===== src/rtl/drone_seq_pkg.sv =====
// Shared types and helpers for the drone command sequencer.
package drone_seq_pkg;

  localparam int NUM_MOTORS = 4;

  typedef logic signed [NUM_MOTORS-1:0][15:0] motor_vec_t;
  typedef logic [1:0][2:0] dir_vec_t;

  typedef enum logic [1:0] {
    IDLE,
    APPLY,
    SETTLE,
    DONE
  } seq_state_t;

  // Magnitude of a - b, computed at 17 bits so no 16-bit pair can overflow.
  function automatic logic [16:0] abs_diff(input logic signed [15:0] a,
                                           input logic signed [15:0] b);
    logic signed [16:0] d;
    d = {a[15], a} - {b[15], b};
    if (d[16]) begin
      return 17'(-d);
    end else begin
      return 17'(d);
    end
  endfunction

endpackage


===== src/rtl/drone_cmd_sequencer_if.sv =====
// Bundle of the request/response handshakes and the drone_top command and
// feedback signals. The sequencer uses the slave view; the host side
// (command source plus drone model) uses the master view.
interface drone_cmd_sequencer_if;
  import drone_seq_pkg::*;

  logic              req_valid;
  logic              req_ready;
  logic [2:0]        req_altcmd;
  dir_vec_t          req_dircmd;
  motor_vec_t        req_rpm_sense_set;

  logic [2:0]        altcmd;
  dir_vec_t          dircmd;
  motor_vec_t        rpm_sense_set;
  logic              set;
  motor_vec_t        mot_set;
  motor_vec_t        rpm_sense;

  logic              rsp_valid;
  logic              rsp_ready;
  motor_vec_t        rsp_mot_set;
  motor_vec_t        rsp_rpm_sense;
  logic              rsp_timeout;
  logic [15:0]       rsp_settle_cycles;

  modport slave (
    input  req_valid, req_altcmd, req_dircmd, req_rpm_sense_set,
    input  mot_set, rpm_sense, rsp_ready,
    output req_ready, altcmd, dircmd, rpm_sense_set, set,
    output rsp_valid, rsp_mot_set, rsp_rpm_sense, rsp_timeout, rsp_settle_cycles
  );

  modport master (
    output req_valid, req_altcmd, req_dircmd, req_rpm_sense_set,
    output mot_set, rpm_sense, rsp_ready,
    input  req_ready, altcmd, dircmd, rpm_sense_set, set,
    input  rsp_valid, rsp_mot_set, rsp_rpm_sense, rsp_timeout, rsp_settle_cycles
  );

endinterface


===== src/rtl/drone_settle_detect.sv =====
// Tracks how many consecutive cycles every motor set-point has stayed within
// TOL of its previous value. The first settle cycle only primes the history.
module drone_settle_detect
  import drone_seq_pkg::*;
#(
  parameter logic [15:0] TOL = 16'd0
) (
  input  logic        clk,
  input  logic        reset,
  input  logic        clear,
  input  logic        enable,
  input  motor_vec_t  mot_set,
  output logic [15:0] stable_cnt_next
);

  motor_vec_t  prev;
  logic [15:0] stable_cnt;
  logic        all_in_tol;

  // Compare every motor against its previous sample; any excursion restarts the run.
  always_comb begin
    all_in_tol = 1'b1;
    for (int i = 0; i < NUM_MOTORS; i++) begin
      if (abs_diff(mot_set[i], prev[i]) > {1'b0, TOL}) begin
        all_in_tol = 1'b0;
      end
    end
    stable_cnt_next = all_in_tol ? stable_cnt + 16'd1 : 16'd0;
  end

  // History register and stability run length.
  always_ff @(posedge clk or posedge reset) begin
    if (reset) begin
      prev       <= '0;
      stable_cnt <= '0;
    end else if (clear) begin
      prev       <= mot_set;
      stable_cnt <= '0;
    end else if (enable) begin
      prev       <= mot_set;
      stable_cnt <= stable_cnt_next;
    end
  end

endmodule


===== src/rtl/drone_cmd_sequencer.sv =====
// Runs one drone_top command transaction: latch the command, hold set high
// for SET_CYCLES, then wait until mot_set is stable (or the settle limit is
// reached) and present the captured result until the consumer takes it.
module drone_cmd_sequencer
  import drone_seq_pkg::*;
#(
  parameter int unsigned SET_CYCLES    = 10,
  parameter int unsigned STABLE_CYCLES = 8,
  parameter int unsigned MAX_SETTLE    = 100,
  parameter logic [15:0] TOL           = 16'd0
) (
  input logic                  clk,
  input logic                  reset,
  drone_cmd_sequencer_if.slave bus
);

  seq_state_t  state;
  logic [7:0]  apply_cnt;
  logic [15:0] settle_cnt;
  logic [15:0] settle_cnt_next;
  logic [15:0] stable_cnt_next;
  logic        settle_first;
  logic        detect_clear;
  logic        detect_enable;
  logic        is_stable;
  logic        is_timeout;

  // settle_cnt is zeroed on entry to SETTLE, so zero marks the priming cycle.
  assign settle_first    = (settle_cnt == 16'd0);
  assign detect_clear    = (state == SETTLE) && settle_first;
  assign detect_enable   = (state == SETTLE) && !settle_first;
  assign settle_cnt_next = settle_cnt + 16'd1;
  assign is_stable       = (stable_cnt_next == 16'(STABLE_CYCLES));
  assign is_timeout      = (settle_cnt_next == 16'(MAX_SETTLE));

  drone_settle_detect #(
    .TOL(TOL)
  ) u_settle_detect (
    .clk            (clk),
    .reset          (reset),
    .clear          (detect_clear),
    .enable         (detect_enable),
    .mot_set        (bus.mot_set),
    .stable_cnt_next(stable_cnt_next)
  );

  // Transaction FSM with every output registered; reset aborts any transaction.
  always_ff @(posedge clk or posedge reset) begin
    if (reset) begin
      state                 <= IDLE;
      apply_cnt             <= '0;
      settle_cnt            <= '0;
      bus.req_ready         <= 1'b0;
      bus.altcmd            <= '0;
      bus.dircmd            <= '0;
      bus.rpm_sense_set     <= '0;
      bus.set               <= 1'b0;
      bus.rsp_valid         <= 1'b0;
      bus.rsp_mot_set       <= '0;
      bus.rsp_rpm_sense     <= '0;
      bus.rsp_timeout       <= 1'b0;
      bus.rsp_settle_cycles <= '0;
    end else begin
      case (state)
        IDLE: begin
          if (bus.req_valid && bus.req_ready) begin
            bus.altcmd        <= bus.req_altcmd;
            bus.dircmd        <= bus.req_dircmd;
            bus.rpm_sense_set <= bus.req_rpm_sense_set;
            bus.set           <= 1'b1;
            bus.req_ready     <= 1'b0;
            apply_cnt         <= 8'd1;
            state             <= APPLY;
          end else begin
            bus.req_ready <= 1'b1;
          end
        end
        APPLY: begin
          if (apply_cnt == 8'(SET_CYCLES)) begin
            bus.set    <= 1'b0;
            settle_cnt <= '0;
            state      <= SETTLE;
          end else begin
            apply_cnt <= apply_cnt + 8'd1;
          end
        end
        SETTLE: begin
          if (settle_first) begin
            settle_cnt <= 16'd1;
          end else begin
            settle_cnt <= settle_cnt_next;
            if (is_stable || is_timeout) begin
              bus.rsp_mot_set       <= bus.mot_set;
              bus.rsp_rpm_sense     <= bus.rpm_sense;
              bus.rsp_timeout       <= !is_stable;
              bus.rsp_settle_cycles <= settle_cnt_next;
              bus.rsp_valid         <= 1'b1;
              state                 <= DONE;
            end
          end
        end
        DONE: begin
          if (bus.rsp_ready) begin
            bus.rsp_valid <= 1'b0;
            bus.req_ready <= 1'b1;
            state         <= IDLE;
          end
        end
        default: begin
          state <= IDLE;
        end
      endcase
    end
  end

endmodule


===== src/flat_wrapper.sv =====
// flat-port wrapper written by rule: the top's interface ports become plain ports
module drone_cmd_sequencer_flat import drone_seq_pkg::*;
#(
  parameter int unsigned SET_CYCLES    = 10,
  parameter int unsigned STABLE_CYCLES = 8,
  parameter int unsigned MAX_SETTLE    = 100,
  parameter logic [15:0] TOL           = 16'd0
)
  (clk, reset, bus_req_valid, bus_req_altcmd, bus_req_dircmd, bus_req_rpm_sense_set, bus_mot_set, bus_rpm_sense, bus_rsp_ready, bus_req_ready, bus_altcmd, bus_dircmd, bus_rpm_sense_set, bus_set, bus_rsp_valid, bus_rsp_mot_set, bus_rsp_rpm_sense, bus_rsp_timeout, bus_rsp_settle_cycles);
  drone_cmd_sequencer_if bus_i ();
  input logic clk;
  input logic reset;
  input wire logic [$bits(bus_i.req_valid)-1:0] bus_req_valid;
  input wire logic [$bits(bus_i.req_altcmd)-1:0] bus_req_altcmd;
  input wire logic [$bits(bus_i.req_dircmd)-1:0] bus_req_dircmd;
  input wire logic [$bits(bus_i.req_rpm_sense_set)-1:0] bus_req_rpm_sense_set;
  input wire logic [$bits(bus_i.mot_set)-1:0] bus_mot_set;
  input wire logic [$bits(bus_i.rpm_sense)-1:0] bus_rpm_sense;
  input wire logic [$bits(bus_i.rsp_ready)-1:0] bus_rsp_ready;
  output wire logic [$bits(bus_i.req_ready)-1:0] bus_req_ready;
  output wire logic [$bits(bus_i.altcmd)-1:0] bus_altcmd;
  output wire logic [$bits(bus_i.dircmd)-1:0] bus_dircmd;
  output wire logic [$bits(bus_i.rpm_sense_set)-1:0] bus_rpm_sense_set;
  output wire logic [$bits(bus_i.set)-1:0] bus_set;
  output wire logic [$bits(bus_i.rsp_valid)-1:0] bus_rsp_valid;
  output wire logic [$bits(bus_i.rsp_mot_set)-1:0] bus_rsp_mot_set;
  output wire logic [$bits(bus_i.rsp_rpm_sense)-1:0] bus_rsp_rpm_sense;
  output wire logic [$bits(bus_i.rsp_timeout)-1:0] bus_rsp_timeout;
  output wire logic [$bits(bus_i.rsp_settle_cycles)-1:0] bus_rsp_settle_cycles;
  assign bus_i.req_valid = bus_req_valid;
  assign bus_i.req_altcmd = bus_req_altcmd;
  assign bus_i.req_dircmd = bus_req_dircmd;
  assign bus_i.req_rpm_sense_set = bus_req_rpm_sense_set;
  assign bus_i.mot_set = bus_mot_set;
  assign bus_i.rpm_sense = bus_rpm_sense;
  assign bus_i.rsp_ready = bus_rsp_ready;
  assign bus_req_ready = bus_i.req_ready;
  assign bus_altcmd = bus_i.altcmd;
  assign bus_dircmd = bus_i.dircmd;
  assign bus_rpm_sense_set = bus_i.rpm_sense_set;
  assign bus_set = bus_i.set;
  assign bus_rsp_valid = bus_i.rsp_valid;
  assign bus_rsp_mot_set = bus_i.rsp_mot_set;
  assign bus_rsp_rpm_sense = bus_i.rsp_rpm_sense;
  assign bus_rsp_timeout = bus_i.rsp_timeout;
  assign bus_rsp_settle_cycles = bus_i.rsp_settle_cycles;
  drone_cmd_sequencer #(.SET_CYCLES(SET_CYCLES), .STABLE_CYCLES(STABLE_CYCLES), .MAX_SETTLE(MAX_SETTLE), .TOL(TOL)) u_core (.clk(clk), .reset(reset), .bus(bus_i));
endmodule

===== config.mk =====
export PLATFORM = sky130hd
export DESIGN_NAME = drone_cmd_sequencer_flat
export DESIGN_NICKNAME = d
export VERILOG_FILES = /design/src/rtl/drone_seq_pkg.sv /design/src/rtl/drone_cmd_sequencer_if.sv /design/src/rtl/drone_settle_detect.sv /design/src/rtl/drone_cmd_sequencer.sv /design/src/flat_wrapper.sv
export SDC_FILE = /design/constraint.sdc
export NUM_CORES = 1
export LEC_CHECK = 0
export ABC_AREA = 1
export ABC_CLOCK_PERIOD_IN_PS = 23100
export BUFFER_PORTS_ARGS = -buffer_cell sky130_fd_sc_hd__buf_4
export CORE_UTILIZATION = 50
export CTS_BUF_LIST = sky130_fd_sc_hd__clkbuf_16
export DETAILED_ROUTE_END_ITERATION = 8
export GPL_TIMING_DRIVEN = 0
export MAX_ROUTING_LAYER = met4
export PLACE_DENSITY_LB_ADDON = 0.05
export SLEW_MARGIN = 10
export SYNTH_ARGS = -nofsm -noshare
export SYNTH_HDL_FRONTEND = slang
export SYNTH_SLANG_ARGS = --single-unit

===== constraint.sdc =====
create_clock -name clk -period 23.1 [get_ports clk]
set_input_delay 2.31 -clock clk [delete_from_list [all_inputs] [get_ports clk]]
set_output_delay 2.31 -clock clk [all_outputs]
set_load 0.02 [all_outputs]

Word level (Yosys, flattened, before mapping)
Cells that the tools add are included.

cells by class
  reduce and logical (&&, ||, !) cells = 21
  $add $sub $neg = 11
  bitwise logic cells = 1
  equal/unequal tests = 12
  $lt $le $gt $ge = 4
  mux-type cells = 35

operator list
  operator                 number
  $mux W64                 2
  $mux W16                 5
  $gt A17 B1 Y1 const B    4
  $mux W17                 4
  $neg A17 Y17             4
  $sub A16 B16 Y17         4
  $add A16 B1 Y16 const B  2
  $pmux W16 S2             1
  $eq A16 B4 Y1 const B    1
  $eq A16 B7 Y1 const B    1
  $logic_not A16 Y1        1
  $mux W8                  2
  $pmux W8 S2              1
  $mux W1                  11
  $mux W2                  5
  $reduce_bool A2 Y1       5
  $reduce_and A3 Y1        3
  $add A8 B1 Y8 const B    1
  $eq A8 B4 Y1 const B     1
  $ne A2 B2 Y1 const B     4
  $pmux W2 S4              1
  $pmux W1 S2              3
  $reduce_and A2 Y1        3
  $reduce_and A5 Y1        1
  other kinds (9)          14

word-level totals
  logic and storage cells = 112
  register bits after elaboration = 327
  output and inout bits = 221
  input bits = 205

Depth between registers and ports, before layout
  depth in word-level cells = 14
  mapped depth = 37
  depth with buffers taken out = 33

By module
A second synthesis with hierarchy kept.

second synthesis, totals
  cell total of the unflattened synthesis = 2969
  area, all modules = 20344.5 sq um

modules (own cells, without submodules)
  module               area each (sq um)  sequential area each (sq um)  times used  cells each
  drone_cmd_sequencer  10302.4            6180.9                        1           1192
  drone_settle_detect  10042.1            2001.9                        1           1777

Worst setup path after synthesis
Ideal clock, no wire load.

  kind = input to register
  start = input bus_mot_set[48]
  end = register u_core.bus.rsp_mot_set[10]
  required time = 22.984 ns
  slack = 17.447 ns
  stages = 32
  buffers on the path = 3
  library setup time = 0.116 ns
  arrival time = 5.537 ns
  cells stage by stage = inv_1 > ha_1 > inv_1 > fa_1 > xor2_1 > nor3_1 > nand2_1 > nor2_1 > nand3_1 > clkinv_1 > nand3_1 > nand2_1 > nand2_1 > nor2_1 > nand2_1 > nand2_1 > nand2_1 > nor2_2 > nand3_4 > inv_2 > buf_6 > nand2_1 > nand2_1 > nor2_1 > nand2_2 > nand2_2 > nand2_4 > inv_2 > buf_6 > buf_6 > nand2_1 > nand2_1

on the way
  word-level cells in the longest chain between the ends = 9

ends and longest elaborated chain
  item                                    line                          RTL
  start, declared                         flat_wrapper.sv:17            input wire logic [$bits(bus_i.mot_set)-1:0] bus_mot_set;
  $sub A16 B16 Y17 (*)                    drone_seq_pkg.sv:20           d = {a[15], a} - {b[15], b};
  $neg A17 Y17                            drone_seq_pkg.sv:22           return 17'(-d);
  $mux W17 (*)                            drone_seq_pkg.sv:21           if (d[16]) begin
  $gt A17 B1 Y1 (*)                       drone_settle_detect.sv:24     if (abs_diff(mot_set[i], prev[i]) > {1'b0, TOL}) begin
  $mux W1 (*)                             drone_settle_detect.sv:24
  $mux W16 (*)                            drone_settle_detect.sv:28     stable_cnt_next = all_in_tol ? stable_cnt + 16'd1 : 16'd0;
  $eq A16 B4 Y1 (*)                       drone_cmd_sequencer.sv:33     assign is_stable = (stable_cnt_next == 16'(STABLE_CYCLES));
  $logic_or A1 B1 Y1 (*)                  drone_cmd_sequencer.sv:92     if (is_stable || is_timeout) begin
  $reduce_and A3 Y1 (no source line) (*)  -
  end signal, assigned                    drone_cmd_sequencer.sv:93     bus.rsp_mot_set <= bus.mot_set;
  end, declared                           drone_cmd_sequencer_if.sv:31  output rsp_valid, rsp_mot_set, rsp_rpm_sense, rsp_timeout, rsp_settle_cycles

Every way passes the cells marked *; elsewhere a longest branch is shown, timed or not.
A chain may end at the register's enable or synchronous reset.

Final worst setup path
  start = input bus_mot_set[48]
  end = register u_core.bus.rsp_mot_set[11]

The elaborated chain is that of the path after synthesis.

==> impl_metrics.tcl <==
set metrics [dict create \
    cpMostUsedCell "nand2_1" \
    ctsLongestPathBuffers 3 \
    p_comb_share_pct 54.5 \
    cts_hold_buf 0 \
    grtUsageTotal_pct 30.6 \
    cts_setup_buffers 0 \
    irDropWorstVdd_mv 0.0761 \
    p_leak_nw 14.1 \
    power_density_nw_per_um2 122 \
    start_util_pct 50.6 \
    max_slew.worst_pin.slew_ns 0.922 \
    syn_area_um2 19500 \
    maxCapViolCount 0 \
    drt_pre_antenna_iters 5 \
    switching_share_pct 46.2 \
    path_buf_inv 7 \
    r2r-end "u_core.bus.rsp_mot_set[11]" \
    cts.clk_slew.worst_paths_ns 0.06 \
    die_h_um 200 \
    wl_per_cell_um 15.4 \
    numCtsBuffers 38 \
    fmax_ghz 0.163 \
    yosysWarningCount 0 \
    drc 0 \
    netlist_top_cells_count "nand2_1 (1259), inv_1 (338), dfrtp_1 (327), nand3_1 (185), nor2_1 (178)" \
    power_mw 3.00 \
    dpl-instance-area_um2 23400 \
    r2r-start "u_core.u_settle_detect.prev[16]" \
    cp_num_cells 31 \
    synth_ff_type "dfrtp_1" \
    worstPathRequired_ns 23.59 \
    hold_class "register to register" \
    drive_above_1_share_pct 16.9 \
    vias 19300 \
    grt_pass1_wl_um 93200 \
    finalSetupViolCount 0 \
    cts_htree_levels 2 \
    grt_max_degree 117 \
    syn_nets 3093 \
    die_x_um 200 \
    slowest_delay_ns 0.46 \
    fp.coreArea_um2 38600 \
    arrival_ns 6.65 \
    cts_sinks 327 \
    cts_tree "built" \
    synth.most_common_cell "nand2_1" \
    slew_viol_final 0 \
    synthTopCellsByArea "dfrtp_1 (42%), nand2_1 (24%), inv_1 (6.5%)" \
    antenna_cells 0 \
    critPathCapture "u_core.bus.rsp_mot_set[11]" \
    dpl.hpwl_um 46200 \
    min_period_ns 6.15 \
    outcome "finished clean" \
    cts_resized 0 \
    path_class "input port to register" \
    worstSetupEndpointType "register" \
    io_pins 426 \
    layout.nets 3560 \
    synth.yosys.seq_area_share_pct 41.9 \
    pwr-share-clk_pct 20.2 \
    async_reset_ff_share_pct 100 \
    synth_top_area_cell "dfrtp_1" \
    postRouteAntennaNets 0 \
    synth_edf_count 0 \
    cts_root_buffer "clkbuf_16" \
    synthToLayoutAreaGrowth_pct 26.3 \
    p_int_mw 1.61 \
    gp_congestion 0.919 \
    wl_um 58900 \
    synth_top_area_share_pct 41.9 \
    regToRegSetupSlack_ns 18.59 \
    grt_overflow_total 0 \
    finalSetupTns_ns 0 \
    avgSynthCellArea_um2 6.94 \
    start_kind "input port" \
    synth_seq_cells 327 \
    p_seq_share_pct 25.3 \
    antenna_found_initial 0 \
    fin_crit_sh_pct 26.6 \
    num_rows 72 \
    hold_viol 0 \
    vias_per_cell 5.05 \
    rr_worst_depth 31 \
    critPathSlowestCell "fa_1" \
    synth_cell_type_count 44 \
    clkLatencyLatePin_ns 0.57 \
    drt-initial-drc-count 1018 \
    first_global_vias 18300 \
    p_switching_mw 1.39 \
    path_max_fanout 10 \
    crit_start "bus_mot_set[48]" \
    timing.slew.headroom_pct 38.5 \
    cpLargestDelayFamily "simple AND/OR/NAND/NOR gates" \
    synthCells 2811 \
    die_area_um2 39800 \
    rsz0062_at_grt "no" \
    postLayoutCellArea_um2 24600 \
    port-buffer-count 425 \
    fin_skew_ns 0.0165 \
]
-- worst min-delay path by stage --
stage / from / end / cells past startpoint
final: u_core.bus.rpm_sense_set[0] / u_core.bus.rpm_sense_set[0] / 2
after CTS: u_core.bus.rpm_sense_set[63] / u_core.bus.rpm_sense_set[63] / 2
after global routing: u_core.bus.rsp_rpm_sense[3] / u_core.bus.rsp_rpm_sense[3] / 2
after floorplan: u_core.settle_cnt[0] / u_core.bus.rsp_settle_cycles[0] / 1
after detailed placement: u_core.bus.rpm_sense_set[8] / u_core.bus.rpm_sense_set[8] / 2
after global placement: u_core.bus.rpm_sense_set[29] / u_core.bus.rpm_sense_set[29] / 2
-- layer usage --
layer  track usage [%]  vias to the layer above  wire (um)
met4              10.1                        0       1740
met1              37.1                     9052      25200
met3              4.27                       95       2940
met2              52.2                      470      29100
li1                  -                     9662          -
met5                 -                        -          0
-- final cells by class --
class / instances / area (um2)
clock inverters: 22 / 273
multi-input cells: 2053 / 9480
flip-flops and latches: 327 / 8180
fillers: 3640 / 13900
plain buffers: 77 / 526
inverters: 354 / 1340
clock buffers: 38 / 951
repair buffers: 427 / 3250
well taps: 518 / 648
-- power groups by stage --
stage	sequential [mW]	combinational, mW	clock [mW]
floorplan	0.830	1.09	0
global placement	0.763	1.59	0
detailed placement	0.764	1.62	0
CTS	0.758	1.63	0.615
global route	0.772	1.86	0.634
finish	0.758	1.63	0.607
-- per-stage QoR --
stage	setup slack [ns]	std cells	hold WS [ns]	util, %
2_1_floorplan	11.74	2811	0.453	-
3_3_place_gp	7.99	3754	0.456	60.6
3_5_place_dp	16.39	3756	0.460	60.7
4_1_cts	16.96	3816	0.475	63.9
5_1_grt	16.49	3816	0.492	63.9
6_report	16.95	3816	0.471	63.9
-- state kept, by name, indices dropped and copies added, names as in the netlist --
name,flops
u_core.bus.rsp_rpm_sense,64
u_core.settle_cnt,16
u_core.bus.rsp_valid,1
u_core.bus.rsp_settle_cycles,16
u_core.bus.req_ready,1
u_core.u_settle_detect.prev,64
u_core.bus.rsp_mot_set,64
u_core.bus.dircmd,6
u_core.bus.rsp_timeout,1
u_core.bus.set,1
u_core.bus.rpm_sense_set,64
u_core.bus.altcmd,3
u_core.state,2
u_core.u_settle_detect.stable_cnt,16
u_core.apply_cnt,8
-- layout by cell type (no fill, tap or decap), types with 9 or more instances in the layout --
master,instances
inv_1,343
xor2_1,32
buf_4,429
buf_6,28
ha_1,73
clkbuf_1,36
o21ai_1,10
nand3_1,185
nand2_1,1259
nor2_1,178
nand3b_1,14
buf_2,9
o22ai_1,14
a21oi_1,44
nand2_2,12
clkbuf_16,38
o21ai_0,109
nand4_1,37
dfrtp_1,327
nor3_1,26
inv_2,11
-- worst register-to-register path: cells and delay by family, from the launching register on --
kind	cells	cell delay (ns)
adder cells (fa/ha/maj)	2	0.59
buffers and inverters	4	0.71
flip-flops	1	0.38
AND/OR/NAND/NOR	25	2.75
-- kinds of logic after synthesis --
kind of cell    Yosys count  synth area share, %
fa+ha+maj                77                 5.09
flops                   327                 41.9
buf+inv                 431                 9.50
compound gates          203                 5.74
xor+xnor                 36                 1.62
simple gates           1737                 36.1
Power figures use the tool's default switching activity.
